[src/rtl/spi_rx_bram_in.sv]
// ---------------------------------------------------------------------------
// spi_rx_bram_in
//
// SPI mode-0 slave receiver feeding the write port of spi_xil_bram_out.
// The SPI pins are oversampled in the clka0 domain. Each complete MOSI byte
// (MSB first) is written into a 2^ADDR_W entry ring buffer. This block owns
// the ring write pointer. A byte is dropped, and a sticky overflow flag is
// raised, when the ring is full. At the end of every chip-select frame it
// pulses frame_done and reports how many bytes that frame wrote.
//
// Ports:
//   clka0       in   write-side clock, also the SPI oversampling clock
//   rstn        in   asynchronous active-low reset
//   spi_sclk    in   SPI clock (mode 0), asynchronous to clka0
//   spi_cs_n    in   SPI chip select, active low, frames a transfer
//   spi_mosi    in   SPI serial data, MSB first
//   rd_ptr      in   buffer read pointer (binary, clka0 domain)
//   clr_ovf     in   single-cycle clear of overflow
//   wen0        out  one-cycle BRAM write strobe
//   wdata0      out  byte to write, valid while wen0 = 1
//   waddr0      out  write address (the ring write pointer)
//   frame_done  out  one-cycle pulse at end of frame
//   frame_len   out  bytes written in the last frame
//   overflow    out  sticky: a byte was dropped because the ring was full
// ---------------------------------------------------------------------------
module spi_rx_bram_in #(
    parameter int ADDR_W      = 11,
    parameter int DATA_W      = 8,
    parameter int SYNC_STAGES = 2
) (
    input  logic              clka0,
    input  logic              rstn,
    input  logic              spi_sclk,
    input  logic              spi_cs_n,
    input  logic              spi_mosi,
    input  logic [ADDR_W-1:0] rd_ptr,
    input  logic              clr_ovf,
    output logic              wen0,
    output logic [DATA_W-1:0] wdata0,
    output logic [ADDR_W-1:0] waddr0,
    output logic              frame_done,
    output logic [ADDR_W:0]   frame_len,
    output logic              overflow
);

    localparam int CNT_W = $clog2(DATA_W + 1);
    localparam logic [ADDR_W:0] FRAME_MAX = {1'b1, {ADDR_W{1'b0}}};

    typedef enum logic [1:0] {
        IDLE,
        SHIFT,
        WRITE,
        DONE
    } StateT;

    StateT r_state;

    logic [SYNC_STAGES-1:0] r_sclkSync;
    logic [SYNC_STAGES-1:0] r_csSync;
    logic [SYNC_STAGES-1:0] r_mosiSync;
    logic                   r_sclkD;
    logic                   r_csD;

    logic [CNT_W-1:0]  r_bitCnt;
    logic [DATA_W-1:0] r_shift;
    logic [ADDR_W:0]   r_frameCnt;
    logic [ADDR_W-1:0] r_wrPtr;
    logic              r_csPend;
    logic              r_wen0;
    logic [DATA_W-1:0] r_wdata0;
    logic              r_frameDone;
    logic [ADDR_W:0]   r_frameLen;
    logic              r_overflow;

    logic              w_sclk;
    logic              w_cs;
    logic              w_mosi;
    logic              w_sclkRise;
    logic              w_csFall;
    logic              w_csRise;
    logic [ADDR_W-1:0] w_wrPtrNext;
    logic              w_full;

    // All three SPI pins go through chains of identical depth so that MOSI
    // stays aligned with the SCLK edge it belongs to. The extra sclk/cs flops
    // feed the edge detectors. Reset puts the chains in the bus-idle state
    // (sclk low, cs high), so leaving reset never looks like an edge.
    always_ff @(posedge clka0 or negedge rstn) begin
        if (!rstn) begin
            r_sclkSync <= '0;
            r_csSync   <= '1;
            r_mosiSync <= '0;
            r_sclkD    <= 1'b0;
            r_csD      <= 1'b1;
        end else begin
            r_sclkSync <= {r_sclkSync[SYNC_STAGES-2:0], spi_sclk};
            r_csSync   <= {r_csSync[SYNC_STAGES-2:0], spi_cs_n};
            r_mosiSync <= {r_mosiSync[SYNC_STAGES-2:0], spi_mosi};
            r_sclkD    <= w_sclk;
            r_csD      <= w_cs;
        end
    end

    assign w_sclk     = r_sclkSync[SYNC_STAGES-1];
    assign w_cs       = r_csSync[SYNC_STAGES-1];
    assign w_mosi     = r_mosiSync[SYNC_STAGES-1];
    assign w_sclkRise = w_sclk & ~r_sclkD;
    assign w_csFall   = ~w_cs & r_csD;
    assign w_csRise   = w_cs & ~r_csD;

    // One slot stays empty so that full and empty can be told apart.
    assign w_wrPtrNext = r_wrPtr + ADDR_W'(1);
    assign w_full      = (w_wrPtrNext == rd_ptr);

    // Receive FSM with registered write-port and frame outputs.
    // The pointer advances on the edge that ends the wen0 cycle. waddr0 is
    // therefore still the written address while wen0 is high.
    // A cs rise seen in the cycle where the byte completes is held in
    // r_csPend, so the byte is still written before the frame closes.
    // clr_ovf is applied before the case statement so that a drop in the
    // same cycle overrides it.
    always_ff @(posedge clka0 or negedge rstn) begin
        if (!rstn) begin
            r_state     <= IDLE;
            r_bitCnt    <= '0;
            r_shift     <= '0;
            r_frameCnt  <= '0;
            r_wrPtr     <= '0;
            r_csPend    <= 1'b0;
            r_wen0      <= 1'b0;
            r_wdata0    <= '0;
            r_frameDone <= 1'b0;
            r_frameLen  <= '0;
            r_overflow  <= 1'b0;
        end else begin
            r_wen0      <= 1'b0;
            r_frameDone <= 1'b0;

            if (r_wen0) begin
                r_wrPtr <= w_wrPtrNext;
            end

            if (clr_ovf) begin
                r_overflow <= 1'b0;
            end

            case (r_state)
                IDLE: begin
                    if (w_csFall) begin
                        r_state    <= SHIFT;
                        r_bitCnt   <= '0;
                        r_shift    <= '0;
                        r_frameCnt <= '0;
                    end
                end

                SHIFT: begin
                    if (r_bitCnt == CNT_W'(DATA_W)) begin
                        r_state  <= WRITE;
                        r_csPend <= w_csRise;
                    end else if (w_csRise) begin
                        r_state <= DONE;
                    end else if (w_sclkRise) begin
                        r_shift  <= {r_shift[DATA_W-2:0], w_mosi};
                        r_bitCnt <= r_bitCnt + CNT_W'(1);
                    end
                end

                WRITE: begin
                    if (!w_full) begin
                        r_wen0   <= 1'b1;
                        r_wdata0 <= r_shift;
                        if (r_frameCnt != FRAME_MAX) begin
                            r_frameCnt <= r_frameCnt + (ADDR_W + 1)'(1);
                        end
                    end else begin
                        r_overflow <= 1'b1;
                    end
                    r_bitCnt <= '0;
                    r_csPend <= 1'b0;
                    if (w_csRise || r_csPend) begin
                        r_state <= DONE;
                    end else begin
                        r_state <= SHIFT;
                    end
                end

                DONE: begin
                    r_frameDone <= 1'b1;
                    r_frameLen  <= r_frameCnt;
                    r_state     <= IDLE;
                end

                default: begin
                    r_state <= IDLE;
                end
            endcase
        end
    end

    assign wen0       = r_wen0;
    assign wdata0     = r_wdata0;
    assign waddr0     = r_wrPtr;
    assign frame_done = r_frameDone;
    assign frame_len  = r_frameLen;
    assign overflow   = r_overflow;

endmodule

[config.mk]
export PLATFORM = sky130hd
export DESIGN_NAME = spi_rx_bram_in
export DESIGN_NICKNAME = d
export VERILOG_FILES = /design/src/rtl/spi_rx_bram_in.sv
export SDC_FILE = /design/constraint.sdc
export NUM_CORES = 1
export LEC_CHECK = 0
export ABC_AREA = 1
export CAP_MARGIN = 25
export CORE_MARGIN = 1
export CORE_UTILIZATION = 54
export DETAILED_ROUTE_END_ITERATION = 8
export GPL_TIMING_DRIVEN = 0
export HOLD_SLACK_MARGIN = 0.08
export MAX_ROUTING_LAYER = met4
export PLACE_DENSITY = 0.81
export RECOVER_POWER = 50
export SYNTH_ARGS = -nofsm -noshare
export SYNTH_HDL_FRONTEND = slang
export SYNTH_SLANG_ARGS = --single-unit
[constraint.sdc]
create_clock -name clka0 -period 2.1 [get_ports clka0]
set_input_delay 0.63 -clock clka0 [delete_from_list [all_inputs] [get_ports clka0]]
set_output_delay 0.63 -clock clka0 [all_outputs]
set_load 0.05 [all_outputs]
# Yosys cells after proc, flatten, opt, wreduce, memory -nomap -nowiden
# Cells that the tools add are included.
# op_classes
n_reduce_logical,12
n_mux,27
bitwise,7
add_sub_neg,3
n_eq_ne,14
# op_table
operator,n
12-bit two-way mux,3
8-bit two-way mux,4
12-bit one-hot mux with 2 select lines,1
4-bit two-way mux,4
8-bit one-hot mux with 2 select lines,1
"2-bit inequality test, second input constant",7
"12-bit by 1-bit adder with 12-bit output, second input constant",1
"12-bit inequality test, second input constant",1
4-bit one-hot mux with 3 select lines,1
"11-bit by 1-bit adder with 11-bit output, second input constant",1
11-bit == test,1
5-bit AND reduction,2
2-bit two-way mux,4
2-bit one-hot mux with 4 select lines,1
1-bit two-way mux,7
2-bit AND reduction,3
2-bit nonzero test,3
"4-bit by 1-bit adder with 4-bit output, second input constant",1
"2-bit == test, second input constant",2
"4-bit == test, second input constant",1
1-bit inverter,4
4-bit AND reduction,1
1-bit AND,3
"3-bit inequality test, second input constant",1
5 further kinds,5
# totals
elab_cells,79
input_bits,17
regBits,69
out_inout_bits,34

# Logic depth before layout (Yosys ltp)
# Gate-level depths: netlist of the first run.
# depth
ltp_word,6
depth_mapped,15

# Worst setup path after synthesis of the first run
# No wires, ideal clock.
# synth_timing
path_type,register -> register
from,"register r_wrPtr[0], in the netlist waddr0[0]"
to,register r_frameCnt[6]
n_path_buf,1
setup_slack_ns,-0.086
required_ns,1.983
arrival_ns,2.069
stages_incl_launch_ff,14
setup_time_ns,0.117
period_less_slack_ns,2.186
path_cell_list,dfrtp_1 ha_1 nand2_2 nor2_2 nand2_1 nor2_1 nand2_1 nand3b_1 nand2_1 nor2_2 nand3_2 buf_2 nand3_1 nand2_1
# synth_between
elab_chain_cells,4
# synth_rtl
item,line_no,source
start: declaration,67,logic [ADDR_W-1:0] r_wrPtr;
start signal: assignment,140,r_wrPtr <= w_wrPtrNext;
11-bit by 1-bit adder with 11-bit output,112,assign w_wrPtrNext = r_wrPtr + ADDR_W'(1);
11-bit == test,113,assign w_full = (w_wrPtrNext == rd_ptr);
2-bit inequality test (no line),-,
4-bit AND reduction (no line),-,
end signal: assignment,174,r_frameCnt <= r_frameCnt + (ADDR_W + 1)'(1);
end: declaration,66,logic [ADDR_W:0] r_frameCnt;
# Every way passes these cells.
# A chain may end at the register's enable or synchronous reset.

# Final worst setup path of the first run
# layout_timing
from,input rd_ptr[0]
to,register r_frameCnt[6]
# layout_between
elab_chain_cells,3
# layout_rtl
item,line_no,source
start: declaration,36,"input logic [ADDR_W-1:0] rd_ptr,"
11-bit == test,113,
2-bit inequality test (no line),-,
4-bit AND reduction (no line),-,
# Every way passes these cells.

==> impl_metrics.ini, run 1 <==
[setup_path]
path_class = primary input to register
regToRegStartpoint = waddr0[1]
required_ns = 2.39
cp-start-kind = primary input
crit_arrival_ns = 2.36
cp-startpoint = rd_ptr[0]
cp-end-kind = register
path_max_fanout = 5
r2r_setup_slack_ns = 0.05

[sta]
period_share = 0.986
slew_headroom = 0.427
fin_ws_ns = 0.0288
hold_slack_ns = 0.356
skew_ns = 0.00628
max_clock_freq_mhz = 483
rsz0062_at_grt = yes
hold_viol_final = 0
setup_viol = 0
drv_slew = 0
period_needed_ns = 2.07
worstMarginPinSlew_ns = 0.859

[routing]
viasPerCell = 5.35
wire_per_inst_um = 13.6
post-route-drc-count = 0
vias = 3070
wl_um = 7800
first_pass_iters = 5
initialDrtViolationCount = 317
ant_nets = 0

[clocking]
ctsLongestPathBuffers = 2
cts_root_buf = clkbuf_8
cts_buffers = 9
clk_latency_ns = 0.34
htreeDepth = 3
clkTransAtPathRegs_ns = 0.07
cts_tree = done
clock-sinks = 69
cts_hold_buf = 0

[global_routing]
first_global_vias = 2788
grt_max_degree = 70
grt_pass1_wl_um = 12000
antenna_found_initial = 0
grt_overflow = 0
grt_usage = 0.248

[layout]
drive_gt1_frac = 0.176
layout_common_cells = nand2_1 (101), dfrtp_1 (60), inv_1 (53)
seq_area_sq_mm = 0.00174
finish.utilization = 0.739
multi_input_area_sq_mm = 0.00156
n_fill_cell = 452
area_delta_synth_final_pct = 30.8
diodes = 0
finalNonFillerCells = 574
nets = 516
final_common_cell = nand2_1

[synthesis]
synth.distinct_cells = 32
netlist_instances = 422
synth_top_area_cell = dfrtp_1
synth_seq_cells = 69
ys_seq_area_frac = 0.511
yosys_warnings = 0
synthesis.area_sq_mm = 0.00338
synth_top_cell_area_share = 0.488
synth_area_leaders = dfrtp_1 (49%), nand2_1 (13%), nand3_1 (7.2%), inv_1 (6.0%), o21ai_0 (5.3%)
syn_area_per_cell_sq_um = 8.02
synth_nets = 444

[die]
core.rowCount = 28
die_h_um = 81.2
start_util = 0.565
die-area_sq_mm = 0.00659
core_sq_mm = 0.00599
die_w_um = 81.2
ios = 51

[power]
peakVddDrop_uv = 808
p_leak_nw = 2.22
p_per_area_mw_per_mm2 = 1020

[hold_path]
min_path_type = register to register
min_from = r_mosiSync[0]

[placed_design]
place_inst = 547
dp_hpwl_um = 4980
port_buffers = 50
place_congestion = 0.850
post-place-ws_ns = -0.225

[outcome]
status = finished, final reports clean

[job]
drv_cap = 0
synthesized netlist by cell type (all sizes together):
cell type / count
a21o: 1
nand4: 3
nand2: 123
nor3: 4
dfstp: 3
clkbuf: 6
or2: 2
o211ai: 1
ha: 5
nor2: 29
nor4: 3
a21oi: 10
xor2: 3
nand3: 50
dfrtp: 66
inv: 56
o21bai: 1
nand3b: 3
buf: 5
o21ai: 45
a31oi: 2
xnor2: 1
metrics by stage:
| step | setup TNS (ns) | power [mW] | area (sq um) |
|---|---|---|---|
| after global placement | -129.08 | 3.20 | 3980 |
| after detailed placement | -4.09 | 3.24 | 3980 |
| after CTS | 0 | 4.25 | 4140 |
| final | 0 | 4.51 | 4430 |
| after floorplan | 0 | 2.75 | 3390 |
| after global routing | -0.562 | 4.75 | 4430 |
state kept, by name, indices dropped and copies added, names as in the netlist:
signal,flops
frame_len,12
r_frameCnt,12
waddr0,11
r_shift,8
wdata0,8
r_bitCnt,4
r_csSync,2
r_mosiSync,2
r_sclkSync,2
r_state,2
frame_done,1
overflow,1
r_csD,1
r_csPend,1
r_sclkD,1
wen0,1
final timing paths:
kind	depth (start not counted)	to
worst max register to register	15	r_frameCnt[6]
max in group asynchronous	1	waddr0[5]
min in group asynchronous	1	wdata0[5]
worst min-delay path	0	r_mosiSync[1]
worst min register to register	0	r_mosiSync[1]
worst max-delay path	10	r_frameCnt[6]
worst max-delay path: stages:
cell,delay (ns)
clkdlybuf4s50_1,0.41
or2_1,0.23
a21oi_1,0.18
nand4_1,0.18
nor2_4,0.19
nand3_4,0.13
nand2_4,0.14
clkbuf_16,0.16
nand2_4,0.04
nand2_1,0.06
cell families after synthesis:
group / after synthesis / synth area share
AOI/OAI and AO/OA: 60 / 0.0928
xor gates and xnor gates: 4 / 0.0104
adders and majority gates: 5 / 0.0185
buffers and inverters: 67 / 0.0799
DFF: 69 / 0.511
and+or+nand+nor: 217 / 0.287
power breakdown:
part / total [mW] / leakage [nW] / switching [mW] / internal (mW)
clock: 1.09 / 0.0918 / 0.536 / 0.552
sequential: 1.68 / 0.918 / 0.162 / 1.51
combinational: 1.75 / 1.21 / 1.18 / 0.569
repair_timing:
action,in CTS,in global routing
endpoints found under the hold margin,0,0
endpoints found under the setup margin,33,25
pin swaps,0,9
setup buffers,0,7
resized for setup,33,57
gates cloned,0,4
metal layers:
metal | vias up | routed length, um | track usage
met4 | 0 | 157 | 0.114
met1 | 1461 | 3410 | 0.300
met3 | 16 | 331 | 0.0416
met5 | - | 0 | -
li1 | 1501 | - | -
met2 | 92 | 3900 | 0.406
area by class of cell:
cell class,instances,area share
Clock inverter,7,0.0170
Sequential cell,69,0.393
Buffer,11,0.0161
Tap cell,75,0.0212
Multi-Input combinational cell,287,0.353
Inverter,56,0.0481
Timing Repair Buffer,60,0.124
Clock buffer,9,0.0280
Note: power is estimated with default switching activity, not from simulation.
==> run 2: changes to the inputs <==
- CAP_MARGIN: 25 -> 5
==> results of run 2 <==
The final DEF is identical to that of run 1; final timing and power are the same.
==> run 3: changes to the inputs <==
- RECOVER_POWER: 50 -> not set
==> run 3 against run 2 <==
Effect of this change:
- power about the same
- fmax is essentially flat
- sequential cell count unchanged
- cell count unchanged
- via count up 0.16%
- global-route usage did not move
- largest power group unchanged
- core utilization did not move
==> impl_metrics.ini, run 3 (synthesis results as in run 1) <==
[die]
core_sq_mm = 0.00599
die-area_sq_mm = 0.00659
die_h_um = 81.2
die_w_um = 81.2
ios = 51
start_util = 0.565
core.rowCount = 28

[setup_path]
reg2reg_depth = 15
cp-end-kind = register
crit_arrival_ns = 2.36
required_ns = 2.39
cp-start-kind = primary input
path_max_fanout = 5
path_class = primary input to register

[routing]
viasPerCell = 5.36
wire_per_inst_um = 13.6
post-route-drc-count = 0
ant_nets = 0
initialDrtViolationCount = 317
vias = 3075
first_pass_iters = 5
wl_um = 7800

[placed_design]
port_buffers = 50
dp_hpwl_um = 4980
place_congestion = 0.850
place_area_sq_mm = 0.00398

[hold_path]
min_path_type = register to register
whs_path_depth = 0

[global_routing]
antenna_found_initial = 0
grt_overflow = 0
first_global_vias = 2788
grt_pass1_wl_um = 12000
grt_max_degree = 70
grt_usage = 0.248

[clocking]
clk_latency_ns = 0.35
cts_root_buf = clkbuf_8
clock-sinks = 69
cts_hold_buf = 0
clkTransAtPathRegs_ns = 0.07
cts_tree = done
htreeDepth = 3
ctsLongestPathBuffers = 2
cts_buffers = 9

[layout]
final_cell_area_sq_mm = 0.00443
nets = 516
area_delta_synth_final_pct = 30.8
n_fill_cell = 452
drive_gt1_frac = 0.178
final_common_cell = nand2_1
diodes = 0
layout_common_cells = nand2_1 (101), dfrtp_1 (60), inv_1 (53)

[power]
p_leak_nw = 2.22
power_mw = 4.51
p_per_area_mw_per_mm2 = 1020
peakVddDrop_uv = 809

[sta]
period_needed_ns = 2.07
max_clock_freq_mhz = 483
slew_headroom = 0.430
hold_viol_final = 0
drv_slew = 0
worstMarginPinSlew_ns = 0.855
rsz0062_at_grt = yes
period_share = 0.987
setup_viol = 0
skew_ns = 0.00626

[job]
drv_cap = 0

[outcome]
status = finished, final reports clean
[run 3: changes by cell type in the layout (fill, tap and decap cells not counted), sizes merged]
cell	before	now
clkdlybuf4s50	12	15
dlygate4sd3	3	0
[run 3: stage by stage]
step / utilization / hold slack, ns / instances / TNS [ns] / worst slack (ns)
after CTS: 0.690 / 0.358 / 563 / 0 / 0.0000928
after detailed placement: 0.664 / 0.342 / 547 / -4.09 / -0.225
after floorplan: - / 0.331 / 422 / 0 / 0.0856
after global routing: 0.739 / 0.359 / 574 / -0.561 / -0.0648
final: 0.739 / 0.356 / 574 / 0 / 0.0279
after global placement: 0.664 / 0.333 / 547 / -129.08 / -2.09
[run 3: worst paths after layout]
path | from | slack, ns | endpoint
setup / recovery | rd_ptr[0] | 0.03 | r_frameCnt[6]
hold / removal | r_mosiSync[0] | 0.36 | r_mosiSync[1]
setup reg to reg | waddr0[1] | 0.05 | r_frameCnt[6]
hold reg to reg | r_mosiSync[0] | 0.36 | r_mosiSync[1]
max in group asynchronous | rstn | 1.10 | waddr0[5]
min in group asynchronous | rstn | 0.38 | wdata0[5]
[run 3: power by group]
part	leakage (nW)	switching, mW	internal (mW)
sequential	0.918	0.162	1.51
combinational	1.21	1.18	0.570
clock	0.0918	0.538	0.552
total	2.22	1.88	2.64
[run 3: routing by layer]
layer / up-vias / share of wire / global-route usage
li1: 1502 / - / -
met1: 1468 / 0.44 / 0.300
met2: 89 / 0.50 / 0.406
met3: 16 / 0.040 / 0.0416
met4: 0 / 0.020 / 0.114
met5: - / 0 / -
[run 3: critical path, cell delays in order]
cell	delay [ns]
clkdlybuf4s50_1	0.41
or2_1	0.23
a21oi_1	0.18
nand4_1	0.18
nor2_4	0.19
nand3_4	0.13
nand2_4	0.14
clkbuf_16	0.16
nand2_4	0.04
nand2_1	0.06
[run 3: what timing repair did]
action	in CTS	in global routing
gates resized for setup	33	57
buffers inserted	0	7
setup endpoints to repair	33	25
pin swaps	0	9
cloned	0	4
[run 3: cell type report]
class	count	area, sq um	area share
sequential	69	1740	0.393
multi-input combinational	287	1560	0.353
timing repair buffer	60	549	0.124
inverter	56	213	0.0481
clock buffer	9	124	0.0280
tap	75	93.8	0.0212
clock inverter	7	75.1	0.0170
buffer	11	71.3	0.0161
